## src/rtl/spike_mon_pkg.sv

```systemverilog
// Shared types for the spike rate monitor: counter width, FSM states and the FIFO entry layout.
// The peak field exists only when SPIKE_MON_PEAK_EN is defined.
package spike_mon_pkg;

    localparam int COUNT_W = 8;
    localparam int PEAK_W  = 8;

    typedef enum logic [1:0] {
        ST_IDLE  = 2'd0,
        ST_RUN   = 2'd1,
        ST_CLOSE = 2'd2
    } mon_state_e;

    typedef struct packed {
        logic [COUNT_W-1:0] count;
`ifdef SPIKE_MON_PEAK_EN
        logic [PEAK_W-1:0]  peak;
`endif
    } fifo_entry_t;

    function automatic logic [COUNT_W-1:0] sat_inc(input logic [COUNT_W-1:0] val);
        logic [COUNT_W-1:0] res;
        if (val == {COUNT_W{1'b1}}) begin
            res = val;
        end else begin
            res = val + {{(COUNT_W-1){1'b0}}, 1'b1};
        end
        return res;
    endfunction

endpackage

```

## src/rtl/spike_rate_monitor_if.sv

```systemverilog
// Result stream from the spike rate monitor: head of the result FIFO with valid/ready handshake.
interface spike_rate_monitor_if;
    logic [7:0] out_count;
    logic [7:0] out_peak;
    logic       out_valid;
    logic       out_ready;

    modport master (output out_count, output out_peak, output out_valid, input out_ready);
    modport slave  (input out_count, input out_peak, input out_valid, output out_ready);
endinterface

```

## src/rtl/spike_mon_fifo.sv

```systemverilog
// Synchronous result FIFO with full/empty flags and a sticky overflow flag.
// A push into a full FIFO is accepted only when a pop frees a slot in the same cycle.
module spike_mon_fifo
    import spike_mon_pkg::*;
#(
    parameter int DEPTH = 4
) (
    input  logic        clk,
    input  logic        rst,
    input  logic        push,
    input  fifo_entry_t din,
    input  logic        pop,
    output fifo_entry_t dout,
    output logic        full,
    output logic        empty,
    output logic        overflow
);

    localparam int AW = $clog2(DEPTH);

    fifo_entry_t mem_r [DEPTH];
    logic [AW:0] wr_ptr_r;
    logic [AW:0] rd_ptr_r;
    logic        overflow_r;
    logic        do_pop_s;
    logic        do_push_s;

    assign empty     = (wr_ptr_r == rd_ptr_r);
    assign full      = (wr_ptr_r[AW] != rd_ptr_r[AW]) && (wr_ptr_r[AW-1:0] == rd_ptr_r[AW-1:0]);
    assign do_pop_s  = pop && !empty;
    assign do_push_s = push && (!full || do_pop_s);
    assign overflow  = overflow_r;
    assign dout      = empty ? '0 : mem_r[rd_ptr_r[AW-1:0]];

    // Storage, pointers and sticky overflow
    always_ff @(posedge clk or posedge rst) begin
        if (rst) begin
            wr_ptr_r   <= '0;
            rd_ptr_r   <= '0;
            overflow_r <= 1'b0;
            for (int i = 0; i < DEPTH; i++) begin
                mem_r[i] <= '0;
            end
        end else begin
            if (do_push_s) begin
                mem_r[wr_ptr_r[AW-1:0]] <= din;
                wr_ptr_r                <= wr_ptr_r + {{AW{1'b0}}, 1'b1};
            end
            if (do_pop_s) begin
                rd_ptr_r <= rd_ptr_r + {{AW{1'b0}}, 1'b1};
            end
            if (push && full && !do_pop_s) begin
                overflow_r <= 1'b1;
            end
        end
    end

endmodule

```

## src/rtl/spike_rate_monitor.sv

```systemverilog
// Counts rising crossings of v_mem over THRESH in fixed windows and queues one result per window.
// Define SPIKE_MON_PEAK_EN to also track and report the per-window peak of v_mem.
module spike_rate_monitor
    import spike_mon_pkg::*;
#(
    parameter logic [7:0] THRESH     = 8'd128,
    parameter int         WINDOW_LEN = 256,
    parameter int         FIFO_DEPTH = 4
) (
    input  logic                        clk,
    input  logic                        rst,
    input  logic                        en,
    input  logic [7:0]                  v_mem,
    spike_rate_monitor_if.master        out_if,
    output logic                        overflow,
    output logic                        spike
);

    localparam logic [15:0] WIN_LAST = 16'(WINDOW_LEN - 1);

    mon_state_e         state_r;
    mon_state_e         state_nxt_s;
    logic [7:0]         v_q_r;
    logic               above_r;
    logic               spike_r;
    logic [15:0]        win_cnt_r;
    logic [15:0]        win_cnt_nxt_s;
    logic [COUNT_W-1:0] count_r;
    logic [COUNT_W-1:0] count_nxt_s;
    logic               push_s;
    fifo_entry_t        entry_s;
    fifo_entry_t        head_s;
    logic               full_s;
    logic               empty_s;

    // Input sample and rising-crossing detector; spike follows the crossing sample by one cycle
    always_ff @(posedge clk or posedge rst) begin
        if (rst) begin
            v_q_r   <= 8'h00;
            above_r <= 1'b0;
            spike_r <= 1'b0;
        end else begin
            v_q_r   <= v_mem;
            above_r <= (v_q_r >= THRESH);
            spike_r <= (v_q_r >= THRESH) && !above_r;
        end
    end

    // Window FSM state, window counter and spike count
    always_ff @(posedge clk or posedge rst) begin
        if (rst) begin
            state_r   <= ST_IDLE;
            win_cnt_r <= 16'd0;
            count_r   <= '0;
        end else begin
            state_r   <= state_nxt_s;
            win_cnt_r <= win_cnt_nxt_s;
            count_r   <= count_nxt_s;
        end
    end

    // Next-state logic; dropping en in RUN abandons the partial window without a push
    always_comb begin
        state_nxt_s   = state_r;
        win_cnt_nxt_s = 16'd0;
        count_nxt_s   = '0;
        push_s        = 1'b0;
        case (state_r)
            ST_IDLE: begin
                if (en) begin
                    state_nxt_s = ST_RUN;
                end else begin
                    state_nxt_s = ST_IDLE;
                end
            end
            ST_RUN: begin
                if (!en) begin
                    state_nxt_s = ST_IDLE;
                end else begin
                    count_nxt_s = spike_r ? sat_inc(count_r) : count_r;
                    if (win_cnt_r == WIN_LAST) begin
                        state_nxt_s = ST_CLOSE;
                    end else begin
                        win_cnt_nxt_s = win_cnt_r + 16'd1;
                    end
                end
            end
            ST_CLOSE: begin
                push_s = 1'b1;
                if (en) begin
                    state_nxt_s = ST_RUN;
                end else begin
                    state_nxt_s = ST_IDLE;
                end
            end
            default: begin
                state_nxt_s = ST_IDLE;
            end
        endcase
    end

`ifdef SPIKE_MON_PEAK_EN
    logic [PEAK_W-1:0] peak_r;
    logic [PEAK_W-1:0] peak_nxt_s;

    // Running maximum over RUN cycles; cleared everywhere else, including after the CLOSE push
    always_comb begin
        if (state_r == ST_RUN && en) begin
            peak_nxt_s = (v_q_r > peak_r) ? v_q_r : peak_r;
        end else begin
            peak_nxt_s = 8'h00;
        end
    end

    // Peak register
    always_ff @(posedge clk or posedge rst) begin
        if (rst) begin
            peak_r <= 8'h00;
        end else begin
            peak_r <= peak_nxt_s;
        end
    end

    assign entry_s.peak    = peak_r;
    assign out_if.out_peak = head_s.peak;
`else
    assign out_if.out_peak = 8'h00;
`endif

    assign entry_s.count = count_r;

    spike_mon_fifo #(
        .DEPTH (FIFO_DEPTH)
    ) u_fifo (
        .clk      (clk),
        .rst      (rst),
        .push     (push_s),
        .din      (entry_s),
        .pop      (out_if.out_ready),
        .dout     (head_s),
        .full     (full_s),
        .empty    (empty_s),
        .overflow (overflow)
    );

    assign out_if.out_valid = !empty_s;
    assign out_if.out_count = head_s.count;
    assign spike            = spike_r;

endmodule

```

## src/flat_wrapper.sv

```systemverilog
// flat-port wrapper written by rule: the top's interface ports become plain ports
module spike_rate_monitor_flat import spike_mon_pkg::*;
#(
    parameter logic [7:0] THRESH     = 8'd128,
    parameter int         WINDOW_LEN = 256,
    parameter int         FIFO_DEPTH = 4
)
  (clk, rst, en, v_mem, overflow, spike, out_if_out_count, out_if_out_peak, out_if_out_valid, out_if_out_ready);
  spike_rate_monitor_if out_if_i ();
  input  logic clk;
  input  logic rst;
  input  logic en;
  input  logic [7:0] v_mem;
  output logic overflow;
  output logic spike;
  output wire logic [$bits(out_if_i.out_count)-1:0] out_if_out_count;
  output wire logic [$bits(out_if_i.out_peak)-1:0] out_if_out_peak;
  output wire logic [$bits(out_if_i.out_valid)-1:0] out_if_out_valid;
  input wire logic [$bits(out_if_i.out_ready)-1:0] out_if_out_ready;
  assign out_if_out_count = out_if_i.out_count;
  assign out_if_out_peak = out_if_i.out_peak;
  assign out_if_out_valid = out_if_i.out_valid;
  assign out_if_i.out_ready = out_if_out_ready;
  spike_rate_monitor #(.THRESH(THRESH), .WINDOW_LEN(WINDOW_LEN), .FIFO_DEPTH(FIFO_DEPTH)) u_core (.clk(clk), .rst(rst), .en(en), .v_mem(v_mem), .out_if(out_if_i), .overflow(overflow), .spike(spike));
endmodule
```

## config.mk

```make
export PLATFORM = sky130hd
export DESIGN_NAME = spike_rate_monitor_flat
export DESIGN_NICKNAME = d
export VERILOG_FILES = /design/src/rtl/spike_mon_pkg.sv /design/src/rtl/spike_rate_monitor_if.sv /design/src/rtl/spike_mon_fifo.sv /design/src/rtl/spike_rate_monitor.sv /design/src/flat_wrapper.sv
export SDC_FILE = /design/constraint.sdc
export NUM_CORES = 1
export LEC_CHECK = 0
export ABC_CLOCK_PERIOD_IN_PS = 2000
export BUFFER_PORTS_ARGS = -buffer_cell sky130_fd_sc_hd__buf_2
export CORE_MARGIN = 4
export CORE_UTILIZATION = 51
export CTS_CLUSTER_DIAMETER = 200
export DETAILED_ROUTE_END_ITERATION = 10
export HOLD_SLACK_MARGIN = 0.02
export PLACE_DENSITY = 0.73
export SETUP_SLACK_MARGIN = 0.1
export SLEW_MARGIN = 20
export SYNTH_ARGS = -nofsm -noshare
export SYNTH_HDL_FRONTEND = slang
export SYNTH_HIERARCHICAL = 1
export SYNTH_SLANG_ARGS = --single-unit
export TNS_END_PERCENT = 5
```

## constraint.sdc

```tcl
create_clock -name clk -period 2 [get_ports clk]
set_clock_uncertainty 0.1 [all_clocks]
set_input_delay 0.2 -clock clk [delete_from_list [all_inputs] [get_ports clk]]
set_output_delay 0.2 -clock clk [all_outputs]
set_load 0.02 [all_outputs]
```

Yosys cells after proc, flatten, opt, wreduce, memory -nomap -nowiden
Index checks and enable logic that the tools add are counted.
Widths: inputs -> output; s select.
{ "totals": {"ff_bits": 75, "input_bits": 12, "out_inout_bits": 19, "wordCells": 67} }
{ "op_classes": {"addsub": 4, "n_lt_le_gt_ge": 4, "n_eq_ne": 10, "muxes": 19, "n_bitwise": 2, "reduce_logical": 15} }
{ "op_table": {"columns": ["operator", "count"], "rows": [
  ["$mux 8", 8],
  ["$mux 16", 3],
  ["$bwmux 32", 1],
  ["$add 16x1->16 const B", 1],
  ["$bmux 8 s2", 1],
  ["$demux 8 s2", 1],
  ["$eq 16x8->1 const B", 1],
  ["$add 8x1->8 const B", 1],
  ["$eq 8x8->1 const B", 1],
  ["$ge 8x8->1 const B", 1],
  ["$logic_and 1x1->1", 7],
  ["$add 3x1->3 const B", 2],
  ["$ge 3x3->1 const B", 2],
  ["$ne 3x2->1 const B", 2],
  ["$not 2->3", 2],
  ["$logic_not 1->1", 4],
  ["$mux 2", 2],
  ["$pmux 2 s2", 1],
  ["$eq 3x3->1", 1],
  ["$lt 3x1->1 const B", 1],
  ["$ne 3x3->1 const B", 1],
  ["$eq 2x1->1 const B", 1],
  ["$eq 2x2->1", 1],
  ["$eq 2x2->1 const B", 1],
  ["6 further kinds", 7]
]} }

Depth between registers and ports, before layout
{ "depth": {"ltp_word": 6, "ltp_mapped": 7, "ltp_nobuf": 5} }

Modules after synthesis
Netlist, hierarchy kept.
{ "by_module_without_submodules": {"columns": ["module", "instances", "cells_per_inst", "area_each_um2"], "rows": [
  ["spike_mon_fifo", 1, 123, 1986.9],
  ["spike_rate_monitor", 1, 149, 1448.9]
]} }

Least setup slack after synthesis
Ideal clock, no wire load.
{ "synth_timing": {"path_type": "flip-flop to flip-flop", "from": "register u_core.u_fifo.rd_ptr_r[1]", "to": "register u_core/u_fifo/mem_r[0] in the netlist's numbering", "setup_ns": 0.125, "arrival_time_ns": 1.724, "setup_slack_ns": 0.051, "path_stages_with_launch": 5, "synth_period_minus_slack_ns": 1.949, "cell_sequence": "dfrtp_1 -> buf_6 -> xor2_4 -> o41ai_4 -> mux2_2"} }
{ "synth_via": {"elab_chain_cells": 5, "word_cells_on_any_way": 8, "cone_classes": "eq/ne (2); reduce/logical (6)"} }
{ "synth_lines": {"columns": ["item", "line", "source"], "rows": [
  ["from (decl)", "spike_mon_fifo.sv:23", "logic [AW:0] rd_ptr_r;"],
  ["from (signal assigned)", "spike_mon_fifo.sv:50", "rd_ptr_r <= rd_ptr_r + {{AW{1'b0}}, 1'b1};"],
  ["$eq 3x3->1 or $eq 2x2->1 (tied branches)", "spike_mon_fifo.sv:28, spike_mon_fifo.sv:29", null],
  ["$logic_not 1->1 or $logic_and 1x1->1 (tied branches)", "spike_mon_fifo.sv:30, spike_mon_fifo.sv:29", null],
  ["$logic_and 1x1->1 or $logic_not 1->1 (tied branches)", "spike_mon_fifo.sv:30, spike_mon_fifo.sv:31", null],
  ["$logic_or 1x1->1 (*)", "spike_mon_fifo.sv:31", "assign do_push_s = push && (!full || do_pop_s);"],
  ["$logic_and 1x1->1 (*)", "spike_mon_fifo.sv:31", null],
  ["to (signal, indexed assignment)", "spike_mon_fifo.sv:46", "mem_r[wr_ptr_r[AW-1:0]] <= din;"],
  ["to (decl)", "spike_mon_fifo.sv:21", "fifo_entry_t mem_r [DEPTH];"]
]} }
Every way passes the cells marked *; elsewhere a longest branch is shown, timed or not.
A chain may end at the register's enable or synchronous reset.

Worst setup path in the final report
{ "layout_timing": {"from": "register u_core.u_fifo.rd_ptr_r[0]", "to": "output out_if_out_count[0]"} }
{ "layout_via": {"elab_chain_cells": 5, "word_cells_on_any_way": 6, "cone_classes": "eq/ne (1); mux (4); bitwise (1)"} }
{ "layout_lines": {"columns": ["item", "line", "source"], "rows": [
  ["$not 2->3 (implied by the code)", "spike_mon_fifo.sv:33", "assign dout = empty ? '0 : mem_r[rd_ptr_r[AW-1:0]];"],
  ["$bmux 8 s2", "spike_mon_fifo.sv:33", null],
  ["$mux 8 (implied by the code) (2 in a row)", "spike_mon_fifo.sv:33", null],
  ["$mux 8 (*)", "spike_mon_fifo.sv:33", null],
  ["to (decl)", "flat_wrapper.sv:16", "output wire logic [$bits(out_if_i.out_count)-1:0] out_if_out_count;"]
]} }
Every way passes the cells marked *; elsewhere a longest branch is shown, timed or not. The select of a mux whose other input is x is not followed.

==> qor.yml <==
clock_tree:
  path_clk_slew_ns: 0.07
  cts_buffers: 9
  h-tree-depth: 3
  insertion_delay_ns: 0.34
  cts_buffer_depth: 2
  clkSinkCount: 68
  tritoncts: "built"
  cts_root_buffer: "clkbuf_8"
finish:
  drive_above_1_share_pct: 35.0
  antenna_cells: 0
  nNetsFinal: 328
  area_growth_pct: 19.7
  final.fill_count: 496
  regArea_sq_um: 1710
  multi_input_area_sq_um: 1740
  stdcell_count: 391
status:
  failed_checks: "negative setup slack"
  status: "finished, violations left"
placement:
  portBuffers: 15
  place_inst: 370
  hpwl_um: 3970
  gp_congestion: 0.755
timing:
  finalCriticalPeriod_ns: 2.04
  final.setup.tns_ns: -0.153
  finalCritPeriodShare_pct: 102
  worst_slack_ns: -0.0433
  max_freq_ghz: 0.489
  finalHoldViolCount: 0
  slew_viol_final: 0
  rsz0062_at_grt: "yes"
  setup_viol: 8
route:
  routed_wl_um: 6270
  drt_iter0_drc: 95
  wl_per_cell_um: 16.0
  vias_per_cell: 5.50
  first_pass_iters: 4
  drcViolationCount: 0
  vias: 2152
  antenna_left: 0
power_and_ir_drop:
  switchingPower_uw: 623
  power.internal_uw: 1990
  power_frac_comb_pct: 3.6
  p_seq_share_pct: 53.4
  clkPwrFrac_pct: 43.0
  ir_drop_mv: 0.470
  switching_share_pct: 23.9
  power_density_nw_per_um2: 635
  total_leakage_power_uw: 0.00192
  finalPower_uw: 2610
die:
  die_x_um: 90.1
  die_h_um: 90.1
  start_util_pct: 53.2
  rows: 29
  pin_count: 31
  die-area_sq_um: 8110
  core-area_sq_um: 6460
synthesis:
  ys_types: 43
  synth_cells: 272
  synth_area_sq_um: 3440
  synth-seq-cells: 68
  async_flop_share_pct: 100
  avgSynthCellArea_sq_um: 12.6
  synth-main-ff-cell: "dfrtp_1"
  ys_seq_area_share_pct: 49.5
  synth_enable_flop_cells: 0
  ys_warn_count: 6
global_route:
  track_usage_pct: 16.3
  antenna_found_initial: 0
  grt_pass1_vias: 2157
  grt_remaining_overflow: 0
  grt_pass1_wl_um: 10600
  grt_max_degree: 40
min_path:
  min_path_cells: 3
  worst_hold_path_type: "input pin to flop"
setup_path:
  path_buf_inv: 2
  cp_top_family: "multiplexers"
  critical_path_class: "flop to output pin"
  crit_fanout: 10
  slowest_stage: "mux4_2"
  reg2regPathDepth: 6
  crit_cells: 4
  arrival_ns: 1.74
  worst_setup_path_start_kind: "flop"
  cp.required_ns: 1.70
  cp_cell_sequence: "buf_12 > mux4_2 > nor2b_1 > buf_2"
  cp-end-kind: "output pin"
  slowest_delay_ns: 0.51
run:
  cap_violations: 0
## worst reg2reg max path: stages (launching register included)
cell and delay (ns):
dfrtp_2 0.45, buf_12 0.14, xor2_4 0.19, buf_8 0.16, o41ai_4 0.27, buf_12 0.19, mux2_2 0.34
## cells in the final DEF, fill, tap and decap left out, types with 8 or more instances in the layout
cell type and count:
buf_4 10, conb_1 8, nor2_1 25, mux4_2 8, clkbuf_8 9, mux2_4 30
dfrtp_1 65, nand3_1 8, nor2b_1 11, inv_1 9, xnor2_1 16, buf_2 13
## worst paths after layout
check                                               start                   endpoint  slack (ns)
worst max-delay path            u_core/u_fifo/rd_ptr_r[0]        out_if_out_count[0]       -0.04
worst min-delay path                     out_if_out_ready     u_core/u_fifo/overflow        0.18
worst max register to register  u_core/u_fifo/rd_ptr_r[0]     u_core/u_fifo/mem_r[4]        0.06
worst min register to register            u_core/v_q_r[7]             u_core/above_r        0.27
max in group asynchronous                             rst  u_core/u_fifo/rd_ptr_r[1]        1.01
min in group asynchronous                             rst       u_core/win_cnt_r[13]        0.37
## logic make-up after synthesis
kind of cell / Yosys count / share of synthesized area [%]
other: 1 / 0.109
buffers and inverters: 27 / 4.44
xor gates and xnor gates: 25 / 7.68
AOI/OAI and AO/OA: 18 / 5.94
muxes: 43 / 16.7
adders and majority gates: 7 / 2.55
and+or+nand+nor: 83 / 13.1
DFF: 68 / 49.5
## through the flow
stage	worst slack, ns	hold WS, ns	instance area, sq um	utilization [%]
finish	-0.0433	0.185	4110	63.7
floorplan	0.0683	0.131	3460	-
global route	-0.0893	0.182	4110	63.7
detailed placement	-0.140	0.201	3650	56.5
CTS	-0.0384	0.172	4090	63.3
global placement	-0.0797	0.196	3650	56.5
## layout make-up
cell class / instances / area share (%)
clock buffers: 9 / 3.01
clock inverters: 7 / 1.89
flip-flops and latches: 68 / 41.5
multi-input cells: 184 / 42.4
well taps: 77 / 2.34
repair buffers: 36 / 7.91
inverters: 10 / 0.974
## per-layer routing
metal | part of all wire (%) | vias to the layer above | GRT usage (%)
li1 | - | 1022 | -
met1 | 45 | 1075 | 20.9
met2 | 49 | 41 | 25.7
met3 | 4.3 | 14 | 5.68
met4 | 1.9 | 0 | 6.25
met5 | 0 | - | 0
## Yosys cell counts, drive strengths merged, types with 3 or more instances
cell type | number | area [sq um]
buf | 14 | 104
o41ai | 5 | 119
xnor2 | 17 | 156
nor4 | 6 | 43.8
clkbuf | 3 | 11.3
and2 | 4 | 25.0
mux4 | 8 | 180
nor2 | 27 | 106
nor2b | 11 | 68.8
ha | 7 | 87.6
a21oi | 3 | 15.0
inv | 10 | 37.5
nand2 | 6 | 22.5
mux2 | 34 | 383
dfrtp | 68 | 1700
nor3 | 8 | 40.0
nand4 | 8 | 65.1
xor2 | 8 | 108
nand3 | 8 | 40.0
## flip-flops by register name, indices dropped and copies added (netlist names)
signal and flops:
u_core/above_r 1, u_core/u_fifo/rd_ptr_r 3, u_core/state_r 2, u_core/count_r 8, u_core/spike 1, u_core/win_cnt_r 16
u_core/u_fifo/wr_ptr_r 3, u_core/u_fifo/mem_r 32, u_core/v_q_r 1, u_core/u_fifo/overflow 1
## power groups by stage
stage | registers, uW | logic (uW) | clock network [uW]
floorplan | 1420 | 79.0 | 0
global route | 1400 | 107 | 1220
global placement | 1420 | 90.1 | 0
CTS | 1390 | 96.4 | 1150
finish | 1400 | 93.8 | 1120
detailed placement | 1420 | 91.3 | 0
## repair_timing
action	in CTS	in global routing
buffers inserted	2	0
setup endpoints to repair	43	43
hold buffers	3	0
hold endpoints to repair	70	0
gates resized for setup	46	6
pin swaps	6	1
Power figures use the tool's default switching activity.
